`config.mk`:
```
export PLATFORM = sky130hd
export DESIGN_NAME = reg_write_arbiter
export DESIGN_NICKNAME = d
export VERILOG_FILES = /design/src/rtl/reg_write_arbiter_pkg.sv /design/src/rtl/reg_scoreboard.sv /design/src/rtl/reg_write_arbiter.sv
export SDC_FILE = /design/constraint.sdc
export NUM_CORES = 1
export LEC_CHECK = 0
export ABC_AREA = 0
export ABC_CLOCK_PERIOD_IN_PS = 3300
export CORE_ASPECT_RATIO = 0.6
export CORE_UTILIZATION = 45
export CTS_CLUSTER_DIAMETER = 80
export DETAILED_ROUTE_END_ITERATION = 10
export DONT_BUFFER_PORTS = 1
export PLACE_DENSITY_LB_ADDON = 0.05
export SLEW_MARGIN = 20
export SYNTH_ARGS = -nofsm -noshare
export SYNTH_HDL_FRONTEND = slang
export SYNTH_SLANG_ARGS = --single-unit
export TNS_END_PERCENT = 50
```
`constraint.sdc`:
```
create_clock -name Clk -period 3.3 [get_ports Clk]
set_input_delay 0.66 -clock Clk [delete_from_list [all_inputs] [get_ports Clk]]
set_output_delay 0.66 -clock Clk [all_outputs]
set_load 0.02 [all_outputs]
```
`src/rtl/reg_write_arbiter_pkg.sv`:
```
// Shared widths and grant encoding for the register-file write arbiter.
package reg_write_arbiter_pkg;

    localparam int unsigned REG_ADDR_W = 5;
    localparam int unsigned REG_DATA_W = 32;
    localparam int unsigned NUM_REGS   = 32;

    typedef enum logic {
        GNT_ALU = 1'b0,
        GNT_MEM = 1'b1
    } grant_e;

endpackage

```
`src/rtl/reg_scoreboard.sv`:
```
// Pending-write scoreboard: one busy bit per architectural register, with
// set/clear ports and three combinational read ports.
module reg_scoreboard
    import reg_write_arbiter_pkg::*;
(
    input  logic                  Clk,
    input  logic                  Reset_N,
    input  logic                  Set_Valid,
    input  logic [REG_ADDR_W-1:0] Set_Reg,
    input  logic                  Clr_Valid,
    input  logic [REG_ADDR_W-1:0] Clr_Reg,
    input  logic [REG_ADDR_W-1:0] Rd_Reg_1,
    input  logic [REG_ADDR_W-1:0] Rd_Reg_2,
    input  logic [REG_ADDR_W-1:0] Rd_Reg_3,
    output logic                  Busy_1,
    output logic                  Busy_2,
    output logic                  Busy_3
);

    logic [NUM_REGS-1:0] busy_q;
    logic [NUM_REGS-1:0] busy_d;

    // Clear is applied before set so a same-cycle issue keeps the bit pending.
    always_comb begin
        busy_d = busy_q;
        if (Clr_Valid) begin
            busy_d[Clr_Reg] = 1'b0;
        end
        if (Set_Valid && (Set_Reg != '0)) begin
            busy_d[Set_Reg] = 1'b1;
        end
        busy_d[0] = 1'b0;
    end

    always_ff @(posedge Clk) begin
        if (!Reset_N) begin
            busy_q <= '0;
        end else begin
            busy_q <= busy_d;
        end
    end

    assign Busy_1 = busy_q[Rd_Reg_1] && (Rd_Reg_1 != '0);
    assign Busy_2 = busy_q[Rd_Reg_2] && (Rd_Reg_2 != '0);
    assign Busy_3 = busy_q[Rd_Reg_3] && (Rd_Reg_3 != '0);

endmodule

```
`src/rtl/reg_write_arbiter.sv`:
```
// Round-robin arbiter between ALU and load-unit writebacks, with a registered
// register-file write port and a pending-write scoreboard for hazard detection.
module reg_write_arbiter
    import reg_write_arbiter_pkg::*;
#(
    parameter bit ALLOW_R0_WRITE = 1'b0
) (
    input  logic                  Clk,
    input  logic                  Reset_N,
    input  logic                  Alu_Valid,
    input  logic [REG_ADDR_W-1:0] Alu_Reg,
    input  logic [REG_DATA_W-1:0] Alu_Data,
    output logic                  Alu_Ready,
    input  logic                  Mem_Valid,
    input  logic [REG_ADDR_W-1:0] Mem_Reg,
    input  logic [REG_DATA_W-1:0] Mem_Data,
    output logic                  Mem_Ready,
    input  logic                  Issue_Valid,
    input  logic [REG_ADDR_W-1:0] Issue_Reg,
    input  logic [REG_ADDR_W-1:0] Read_Register_1,
    input  logic [REG_ADDR_W-1:0] Read_Register_2,
    output logic                  Hazard_1,
    output logic                  Hazard_2,
    output logic                  Issue_Hazard,
    output logic                  Sig_Reg_Write,
    output logic [REG_ADDR_W-1:0] Write_Register,
    output logic [REG_DATA_W-1:0] Write_Data
);

    grant_e                last_grant_q;
    logic                  accept;
    logic [REG_ADDR_W-1:0] acc_reg;
    logic [REG_DATA_W-1:0] acc_data;
    logic                  wr_en;

    // On a conflict the requester that did not win last time gets the port.
    always_comb begin
        Alu_Ready = Reset_N && Alu_Valid && (!Mem_Valid || (last_grant_q == GNT_MEM));
        Mem_Ready = Reset_N && Mem_Valid && (!Alu_Valid || (last_grant_q == GNT_ALU));
        accept    = Alu_Ready || Mem_Ready;
        acc_reg   = Alu_Ready ? Alu_Reg : Mem_Reg;
        acc_data  = Alu_Ready ? Alu_Data : Mem_Data;
        wr_en     = accept && ((acc_reg != '0) || ALLOW_R0_WRITE);
    end

    always_ff @(posedge Clk) begin
        if (!Reset_N) begin
            last_grant_q   <= GNT_MEM;
            Sig_Reg_Write  <= 1'b0;
            Write_Register <= '0;
            Write_Data     <= '0;
        end else begin
            Sig_Reg_Write <= wr_en;
            if (wr_en) begin
                Write_Register <= acc_reg;
                Write_Data     <= acc_data;
            end
            if (accept) begin
                last_grant_q <= Alu_Ready ? GNT_ALU : GNT_MEM;
            end
        end
    end

    reg_scoreboard u_scoreboard (
        .Clk       (Clk),
        .Reset_N   (Reset_N),
        .Set_Valid (Issue_Valid),
        .Set_Reg   (Issue_Reg),
        .Clr_Valid (accept),
        .Clr_Reg   (acc_reg),
        .Rd_Reg_1  (Read_Register_1),
        .Rd_Reg_2  (Read_Register_2),
        .Rd_Reg_3  (Issue_Reg),
        .Busy_1    (Hazard_1),
        .Busy_2    (Hazard_2),
        .Busy_3    (Issue_Hazard)
    );

endmodule

```
# Yosys cells after proc, flatten, opt, wreduce, memory -nomap -nowiden
# Cells that the tools add are included.
# totals
elab_cells	51
in_bits	94
ff_bits	71
# op_classes
n_mux	15
magnitude_cmp	6
bitwise	4
reduce_logical	20
# ops
operator	count
$mux 32	3
$and 32x32->32	1
$not 32->32	1
$or 32x32->32	1
$lt 5x6->1 const B	4
$reduce_bool 5->1	4
$bmux 1 s5	3
$logic_and 1x1->1	11
$demux 1 s5	2
$ge 5x1->1 const B	2
$mux 1	6
$mux 5	1
$logic_or 1x1->1	3
$logic_not 1->1	2
$not 1->1	1

# Depth between registers and ports, before layout
# Gate-level depths: netlist of run 1.
# logic_depth
word_depth	13
ltp_mapped	7
depth_no_buf	6

# Modules after synthesis
# A second synthesis of run 1 with hierarchy kept.
# unflattened
hier_cells	495
hier_area_um2	4494.3
# by_module_without_submodules
mod	n_inst	cells_each	seq_area_each_um2	area_each_um2
reg_scoreboard	1	268	620.6	2359.8
reg_write_arbiter	1	227	780.7	2134.5

# Worst setup path before layout of run 1
# OpenSTA, ideal clock, no wires.
# synth_path
path_type	in2out
start	input port Read_Register_1[0]
end	output port Hazard_1
cell_stages	4
path_buffers	1
t_arrival_ps	1997
path_slack_ps	643
required_time_ps	2640
cell_sequence	buf_6 -> mux4_1 -> mux2_2 -> a311o_1
# synth_via
elab_chain_cells	3
elab_cells_between_ends	4
# synth_rtl
item	line	rtl
start: declaration	reg_write_arbiter.sv:20	input logic [REG_ADDR_W-1:0] Read_Register_1,
$bmux 1 s5	reg_scoreboard.sv:43	assign Busy_1 = busy_q[Rd_Reg_1] && (Rd_Reg_1 != '0);
$mux 1 (implied by the code)	reg_scoreboard.sv:43	
$logic_and 1x1->1 (*)	reg_scoreboard.sv:43	
end: declaration	reg_write_arbiter.sv:22	output logic Hazard_1,
# Every way passes the cells marked *; elsewhere a longest branch is shown, timed or not. The select of a mux whose other input is x is not followed.

# Final worst setup path of run 1
# layout_path
start	register u_scoreboard.busy_q[1]
end	output port Hazard_1
# layout_via
elab_chain_cells	3
# layout_rtl
item	line	rtl
start: declaration	reg_scoreboard.sv:20	logic [NUM_REGS-1:0] busy_q;
start signal: assignment	reg_scoreboard.sv:39	busy_q <= busy_d;
$bmux 1 s5	reg_scoreboard.sv:43	
$mux 1 (implied by the code)	reg_scoreboard.sv:43	
$logic_and 1x1->1	reg_scoreboard.sv:43	
# No other way between the ends. The select of a mux whose other input is x is not followed.

==> impl_summary.md, run 1 <==
Timing
The setup violation total in the final timing report is 0. The final number of hold-violating endpoints is 0. The maximum clock frequency is ~0.38 GHz. In the final timing run, aggregate negative setup slack is 0 ns. After layout, the worst path uses around four fifths of the clock period.

The time the final worst path needs with I/O delays and setup is 2.629 ns. Measured against its own limit, the worst slew margin works out to just under 40%. Setup repair after global routing left no endpoint under its margin. The count of final max-slew check failures is 0. The transition at the pin with the smallest max-transition slack is roughly 0.9 ns.

Clock skew on the completed layout was measured at between 0.006 and 0.007 ns.

Detailed routing
After detailed routing, the number of remaining DRC violations is 0. The number of vias after detailed routing is around 3400. Summed over all layers, the routed wires come to ~11 mm. The per-cell via count in the routed design is 6.487.

The detailed-route wire length per cell is ~22 um. The first routing iteration left roughly 150 violations. The number of nets with antenna violations after detailed routing is 0. The number of optimization iterations in the first detailed-route pass is 4.

Placed design
Port buffering added 0 buffers. Once detailed placement completed, the half-perimeter wirelength came to around 8.2 mm. The final weighted congestion of routability-driven global placement is ~0.89. Including well taps, the total number of placed cells is 503. Once placement finished, the instance area stood at approximately 4000 um2.

Setup path
The setup slack on the worst flop-to-flop path is between 1 and 1.5 ns. Along the worst path, the maximum fanout reaches 5. STA puts the critical path data arrival time at a little under 2 ns. The delay of the slowest cell on the worst path is roughly 0.51 ns. The critical path's slowest cell is sky130_fd_sc_hd__dfxtp_1. The worst setup path is launched from a register.

The worst register-to-register path begins at last_grant_q$_SDFFE_PN1N_. The critical path goes through mux4_2 > a211oi_1 > a2111oi_0 > a311o_1. The destination of the worst register-to-register timing path is u_scoreboard.busy_q[7]$_SDFF_PN0_. At the worst endpoint, the required time is between 2 and 3 ns. The category of the critical setup timing path is register to primary output. The kind of end point of the critical path is a primary output.

The cell count of the worst reg-to-reg path is 5.

Layout
Leaving out filler cells and counting taps, the final layout contains 517. In the final layout, the share of cells above drive strength 1 is 9.630%. The total number of nets in the final design is approximately 500. The layout overhead on the synthesized area is 6.377%. The count of inserted antenna diode cells is 0. The final standard cell area without fillers is ~4300 um2. The count of filler cells inserted in the layout is approximately 820.

Clock network
The maximum level of the CTS H-tree is 3. Once the clock tree was built, the resizer swapped 0 gates to a different size. At the later pin of the worst-skew pair, clock insertion delay measures about 0.32 ns.

After clock tree synthesis, the clock-pin slew on the worst setup and hold paths is approximately 0.05 ns. The number of hold buffers added after cts is 0. The clock drives 70 sinks. The number of setup buffers added after CTS is 0.

The number of buffers created by CTS is 9. The number of buffers between clock root and the deepest sink is 2. TritonCTS built the clock tree. In this run the clock root is driven by a sky130_fd_sc_hd__clkbuf_16.

Flow run
The number of violations of the max-capacitance limit is 0.

Logic synthesis
Of the total synthesized cell area, the portion taken by AND, OR, NAND and NOR gates is roughly 15%. The mux contribution to synthesized area is around a quarter. Sequential elements use 35.01% of the synthesized area. The cell area that synthesis handed to floorplanning was approximately 4000 um2. After synthesis, the largest family of logic cells by area is multiplexers. The count of warnings emitted by yosys is 0. The fraction of the mapped netlist area in compound gates is between 20% and 30%. The instance count of the mapped netlist is between 400 and 500. The net count after synthesis is between 500 and 600. The share of synthesized registers carrying an async set or reset is 0%. Synthesis inferred 70 register bits.

Of the total synthesized cell area, the portion taken by XOR and XNOR cells is 0%. The netlist uses 52 different library cells. The synthesized area divided by synthesized cell count is approximately 9.6 um2. The synthesized netlist devotes 0% of its cell area to adder and majority cells. In this run, synthesis inferred 0 flip-flops with an integrated enable. Among all flip-flop cells after synthesis, the most frequent one is sky130_fd_sc_hd__dfxtp_1.

Die
The site row count is 26. The die covers 9288 um2. The placeable core region is 8556 um2. The initial utilization of the core area, before any placement, comes to 46.78%. The die extent in y is about 75 um. The count of boundary I/O pins is 137.

Measured along the x axis, the die boundary spans approximately 120 um.

Global routing
The first global-routing pass estimated 16.26 mm of wire. The number of antenna violations at the first check in global routing came to 0. After global routing the overflow that remains totals 0. The all-layer global routing usage is between 20 and 25%. The number of global-route vias before repair is 2959. Entering global routing, the biggest net connects 77 pins.

Outcome
The run finished with clean final reports.

Min path
In this run the most critical hold path is launched from Reset_N. The tightest min-delay check is of the input port to register type. Along the worst hold path, the cell count comes to 1. For hold timing, the worst endpoint is last_grant_q$_SDFFE_PN1N_.

Power
The power density over the cells is between 400 and 500 nW/um2. The worst supply voltage drop on vdd is 0.2808 mV. For this design the static power due to leakage is roughly 1.6 nW.
## routing by layer
layer  vias to the layer above  global-route usage [%]  share of wire [%]
li1                       1599                       -                  -
met1                      1612                   33.71                 47
met2                       134                   32.65                 41
met3                         9                   11.21                 11
met4                         0                   6.693               0.70
met5                         -                       0                  0
## through the flow
step / hold slack [ns] / power (W) / util (%) / worst slack, ns
2_1_floorplan: 0.4420 / 0.001204 / - / 0.6434
3_3_place_gp: 0.4925 / 0.001219 / 46.77 / 0.7369
3_5_place_dp: 0.4932 / 0.001224 / 46.77 / 0.7485
4_1_cts: 0.4055 / 0.002069 / 49.77 / 0.6665
5_1_grt: 0.4100 / 0.002142 / 49.77 / 0.4962
6_report: 0.4212 / 0.002047 / 49.77 / 0.6708
## cell usage in the layout, fill, tap and decap left out, drive strengths merged, types with 2 or more instances in the layout
cell type  count
mux2i         39
clkinv         2
clkbuf        12
a211oi         3
a31oi          2
nor3b          4
or2            2
o21ai         65
inv           15
nor2          13
nand3         41
buf            4
a21oi         16
nand2          7
nand2b         6
a31o           2
mux2           3
o211ai        13
and2           3
o31a           2
and3           3
a311o          2
a2111oi        3
nand4          4
nor2b          5
a41oi          3
nor4           5
o22ai          8
nand3b         3
nand4b         3
nor3           3
or3b           2
dfxtp         70
mux4          21
o311ai         7
## registers in the layout, indices dropped and copies added (netlist names)
name and cells:
Sig_Reg_Write 1, Write_Register 5, Write_Data 32, u_scoreboard.busy_q 31, last_grant_q 1
## cell families (layout without fill, tap and decap cells)
kind of cell    count (synthesis)  after routing
flops                          70             70
mux                            63             63
compound gates                133            133
buf+inv                        46             33
simple gates                  106            106
## worst max-delay path by stage
stage	depth (start not counted)	from	end
final	4	u_scoreboard.busy_q[1]$_SDFF_PN0_	Hazard_1
after global routing	5	u_scoreboard.busy_q[8]$_SDFF_PN0_	Hazard_1
after CTS	5	u_scoreboard.busy_q[8]$_SDFF_PN0_	Hazard_1
after detailed placement	3	Read_Register_1[0]	Hazard_1
after global placement	3	Read_Register_1[0]	Hazard_1
after floorplan	4	Read_Register_1[0]	Hazard_1
## synthesized netlist by cell type (all sizes together) (4+ instances only)
| cell | n | area share, % |
|---|---|---|
| a21oi | 16 | 2.0 |
| buf | 17 | 3.2 |
| clkbuf | 14 | 1.4 |
| dfxtp | 70 | 35 |
| inv | 15 | 1.4 |
| mux2i | 39 | 9.8 |
| mux4 | 21 | 13 |
| nand2 | 7 | 0.72 |
| nand2b | 6 | 0.94 |
| nand3 | 41 | 5.1 |
| nand4 | 4 | 0.63 |
| nor2 | 13 | 1.2 |
| nor2b | 5 | 0.78 |
| nor3b | 4 | 0.75 |
| nor4 | 5 | 0.78 |
| o211ai | 13 | 2.4 |
| o21ai | 65 | 8.1 |
| o22ai | 8 | 1.3 |
| o311ai | 7 | 1.5 |
## area by class of cell
| class | count | area (um2) | share of cell area [%] |
|---|---|---|---|
| Clock buffer | 12 | 246.5 | 5.789 |
| Clock inverter | 2 | 10.01 | 0.2351 |
| Inverter | 15 | 56.30 | 1.322 |
| Multi-Input combinational cell | 302 | 2374 | 55.75 |
| Sequential cell | 70 | 1401 | 32.91 |
| Tap cell | 112 | 140.1 | 3.291 |
| Timing Repair Buffer | 4 | 30.03 | 0.7053 |
## critical path, delay by kind of cell, from the launching register on
| kind | cells | cell delay [ns] |
|---|---|---|
| muxes | 1 | 0.29 |
| DFF | 1 | 0.51 |
| AOI/OAI and AO/OA | 3 | 0.85 |
## power breakdown
group	internal, W	switching [W]
Combinational	0.0000939	0.000111
Clock	0.000518	0.000323
Sequential	0.000901	0.000100
Note: power is estimated with default switching activity, not from simulation.
==> run 2, diff against run 1 <==
--- a/config.mk
+++ b/config.mk
@@ -5,8 +5,8 @@
 export SDC_FILE = /design/constraint.sdc
 export NUM_CORES = 1
 export LEC_CHECK = 0
-export ABC_AREA = 0
-export ABC_CLOCK_PERIOD_IN_PS = 3300
+export ABC_AREA = 1
+export ABC_CLOCK_PERIOD_IN_PS = 2400
 export CORE_ASPECT_RATIO = 0.6
 export CORE_UTILIZATION = 45
 export CTS_CLUSTER_DIAMETER = 80
==> constraint.sdc (replaced) <==
create_clock -name Clk -period 2.4 [get_ports Clk]
set_input_delay 0.48 -clock Clk [delete_from_list [all_inputs] [get_ports Clk]]
set_output_delay 0.48 -clock Clk [all_outputs]
set_load 0.02 [all_outputs]
==> run 2 against run 1 <==
Against the previous run: sequential power up 36%; clock power up 63%; sequential share of layout area decreased by 3.8 points; first-iteration DRC count grew to 2.8 times the previous value; clock skew hardly changed; critical path depth grew 2; global-route usage increased by 3.9 points; flip-flop and latch count did not move; design area up 13%; critical endpoint unchanged; combinational power grew 130%.
==> impl_summary.md, run 2 <==
Outcome
The flow ran to the end, and the final reports show no timing, DRC or antenna violations.

Setup path
The critical path is of the register to primary output type. At the worst endpoint, the arrival time is 1.66 ns. Along the worst path, the maximum fanout reaches 4. The kind of end point of the critical path is a primary output. The required time reported for the critical path endpoint is approximately 1.9 ns. STA classifies the critical path startpoint as a register.

Layout
The multi-input combinational cells in the finished layout cover a total of ~2500 um2. The count of filler cells inserted in the layout is 1008. The number of antenna diodes in the final layout is 0. Counting flops per register, the top entry is Write_Data. The flip-flop count of the largest register, all copies and words added is 32. The combined flip-flop and latch cell area is approximately 1400 um2. Leaving out filler cells and counting taps, the final layout contains around 890.

The share of cells above drive strength 1 is around 7.2%. The total number of nets in the final design is 850. Compared with the post-synthesis result, the final layout area differs by 10.44%. The library cell used most frequently in the layout, excluding fill and tap cells, is sky130_fd_sc_hd__nand2_1. Leaving out fill and tap cells, the most frequent cells in the layout are sky130_fd_sc_hd__nand2_1 (289), sky130_fd_sc_hd__nor2_1 (93), sky130_fd_sc_hd__nand3_1 (76). The largest registers in the layout are Write_Data x32, u_scoreboard.busy_q x31, Write_Register x5.

Die
The die boundary width is about 130 um. The die covers around 10000 um2. The count of boundary I/O pins is around 140. The die is 78.27 um tall. For this configuration, the core starts out at a cell density of between 40 and 50%.

The total area inside the core boundary comes to between 9000 and 10000 um2. The floorplan has 27 rows.

Logic synthesis
The instance count of the mapped netlist is roughly 760. The synthesized area divided by synthesized cell count is ~5.8 um2. The count of warnings emitted by yosys is 0. The share of synthesized area in the top cell type comes to about a third. The synthesized area is 4363 um2. The primary flip-flop cell chosen by synthesis mapping is sky130_fd_sc_hd__dfxtp_1.

The commonest cells after synthesis are sky130_fd_sc_hd__nand2_1 (289), sky130_fd_sc_hd__nor2_1 (93), sky130_fd_sc_hd__nand3_1 (76). Sorting the synthesized cells by area gives the leading types as sky130_fd_sc_hd__dfxtp_1 (32%), sky130_fd_sc_hd__nand2_1 (25%), sky130_fd_sc_hd__nand3_1 (8.7%). Counting distinct cell types in the post-synthesis netlist gives 26. Synthesis inferred 70 register bits.

Yosys mapped a number of flops with a built-in enable equal to 0. The net count after synthesis is 850. The leading cell type by number of instances after synthesis is sky130_fd_sc_hd__nand2_1. The largest total area in the synthesized netlist belongs to sky130_fd_sc_hd__dfxtp_1. Summing the sequential cell areas from Yosys gives around 32% of the chip area. The share of synthesized registers carrying an async set or reset is 0%.

Flow run
The number of violations of the max-capacitance limit is 0.

Global routing
The number of global-route vias before repair is approximately 4200. The all-layer global routing usage is between 20% and 30%. The maximum number of pins on one net before global-route repair is 39.

The first-pass GRT wire length is around 22 mm. For this run the aggregate overflow at the end of global routing stands at 0. The number of antenna violations at the first check in global routing was 0.

Timing
The summed negative setup slack over all endpoints is 0 ns. The setup violation total in the final timing report is 0. The final number of hold-violating endpoints came to 0.

For the final database, setup skew stands at approximately 0.006 ns. The count of final max-slew check failures came to 0. The transition at the pin with the smallest max-transition slack is 0.6126 ns.

The clock period could shrink to between 2 and 2.5 ns. The maximum clock frequency is approximately 0.47 GHz. Headroom to the max-slew limit came out at between 50% and 60%. The share of the clock period used by the worst path after layout is 89.01%.

Setup repair after global routing left no endpoint under its margin.

Power
The internal portion of the total power is approximately 0.0023 W. Overall power consumption after layout is estimated at ~0.0032 W. Across the VDD grid, the largest voltage drop is just under 0.4 mV.

The power share of the sequential group is a little over two fifths. The analysis attributes to net switching a power of between 0.0009 and 0.001 W. The relative contribution of combinational cells to total power is 14.9%. The static leakage is approximately 2.2 nW. In this run the power density over the cells is between 600 and 700 nW/um2. The share of total power in the clock network is 42.7%. The fraction of power spent switching nets is about 30%.

Clock network
At the later pin of the worst-skew pair, clock insertion delay measures approximately 0.33 ns. In this run the clock root is driven by a sky130_fd_sc_hd__clkbuf_16. In this run, CTS created clock tree buffers numbering 9. The number of buffers between clock root and the deepest sink is 2. The post-CTS resize count is 0. TritonCTS built the clock tree. After clock tree synthesis, the clock-pin slew on the worst setup and hold paths is 0.06 ns.

In this run the post-CTS setup repair buffer count came out at 0. The maximum level of the CTS H-tree is 3. The number of clock sinks seen by CTS is 70. The number of hold buffers added after CTS was 0.

Placed design
The half-perimeter wire length of the detailed placement result is between 10 and 15 mm. The count of buffers added on input and output ports is 0. Routability-driven placement finished with a final weighted congestion of 0.9110. The total instance count after detailed placement is 875.

Detailed routing
Summed over all layers, the routed wires come to 13.70 mm. The first routing iteration left about 430 violations. After detailed routing, the number of vias per cell comes to 5.357. For this run, design rule violations remaining after detail routing come to 0. The detailed-route wire length per cell is 15.38 um. The detail route stage leaves a number of antenna-violating nets equal to 0. The number of optimization iterations in the first detailed-route pass is 5.

Across all layers, the routed design uses approximately 4800 vias.

Min path
The worst hold path belongs to the class input port to register.
run 2: per-layer routing:
| metal | global-route usage [%] | part of all wire, % |
|---|---|---|
| met3 | 8.862 | 10 |
| met4 | 6.000 | 0.60 |
| met1 | 41.55 | 50 |
| met5 | 0 | 0 |
| met2 | 38.44 | 39 |
run 2: critical path, stage by stage, from the launching register on:
cell and delay (ns):
sky130_fd_sc_hd__dfxtp_1 0.33, sky130_fd_sc_hd__o21ai_0 0.36, sky130_fd_sc_hd__o21ai_0 0.19, sky130_fd_sc_hd__nand2_1 0.09, sky130_fd_sc_hd__nand3_1 0.12, sky130_fd_sc_hd__nand2_1 0.08, sky130_fd_sc_hd__nand2_1 0.14
run 2: power by group through the flow:
stage / clock [W] / sequential, W / combinational, W
detailed placement: 0 / 0.00139 / 0.000470
global placement: 0 / 0.00139 / 0.000460
finish: 0.00137 / 0.00136 / 0.000477
global route: 0.00144 / 0.00137 / 0.000546
floorplan: 0 / 0.00137 / 0.000390
CTS: 0.00139 / 0.00136 / 0.000471
run 2: worst paths after layout:
path	slack, ns	from	cells past startpoint	endpoint
setup / recovery	0.26	u_scoreboard.busy_q[20]$_SDFF_PN0_	6	Hazard_1
hold reg to reg	0.46	u_scoreboard.busy_q[3]$_SDFF_PN0_	2	u_scoreboard.busy_q[3]$_SDFF_PN0_
setup reg to reg	0.47	last_grant_q$_SDFFE_PN1N_	10	Write_Data[6]$_SDFFE_PN0P_
hold / removal	0.25	Reset_N	1	last_grant_q$_SDFFE_PN1N_
run 2: logic make-up after synthesis:
group                  count (synthesis)  synth area share [%]
AOI/OAI and AO/OA                     99                 12.82
buffers and inverters                110                 10.73
DFF                                   70                 32.12
and+or+nand+nor                      477                 44.34
run 2: area by class of cell:
type / instances / share of cell area (%)
multi-input combinational: 576 / 51.75
clock buffer: 11 / 5.245
inverter: 78 / 6.076
timing repair buffer: 21 / 3.272
sequential: 70 / 29.08
tap: 130 / 3.376
clock inverter: 5 / 1.194
run 2: through the flow:
stage	hold WS [ns]	utilization (%)	setup slack, ns	area (um2)
floorplan	0.4389	-	0.4120	4363
global placement	0.4477	48.53	0.3218	4508
detailed placement	0.4551	48.53	0.3043	4508
CTS	0.2459	51.87	0.3007	4818
global route	0.2581	51.87	0.03500	4818
finish	0.2528	51.87	0.2638	4818
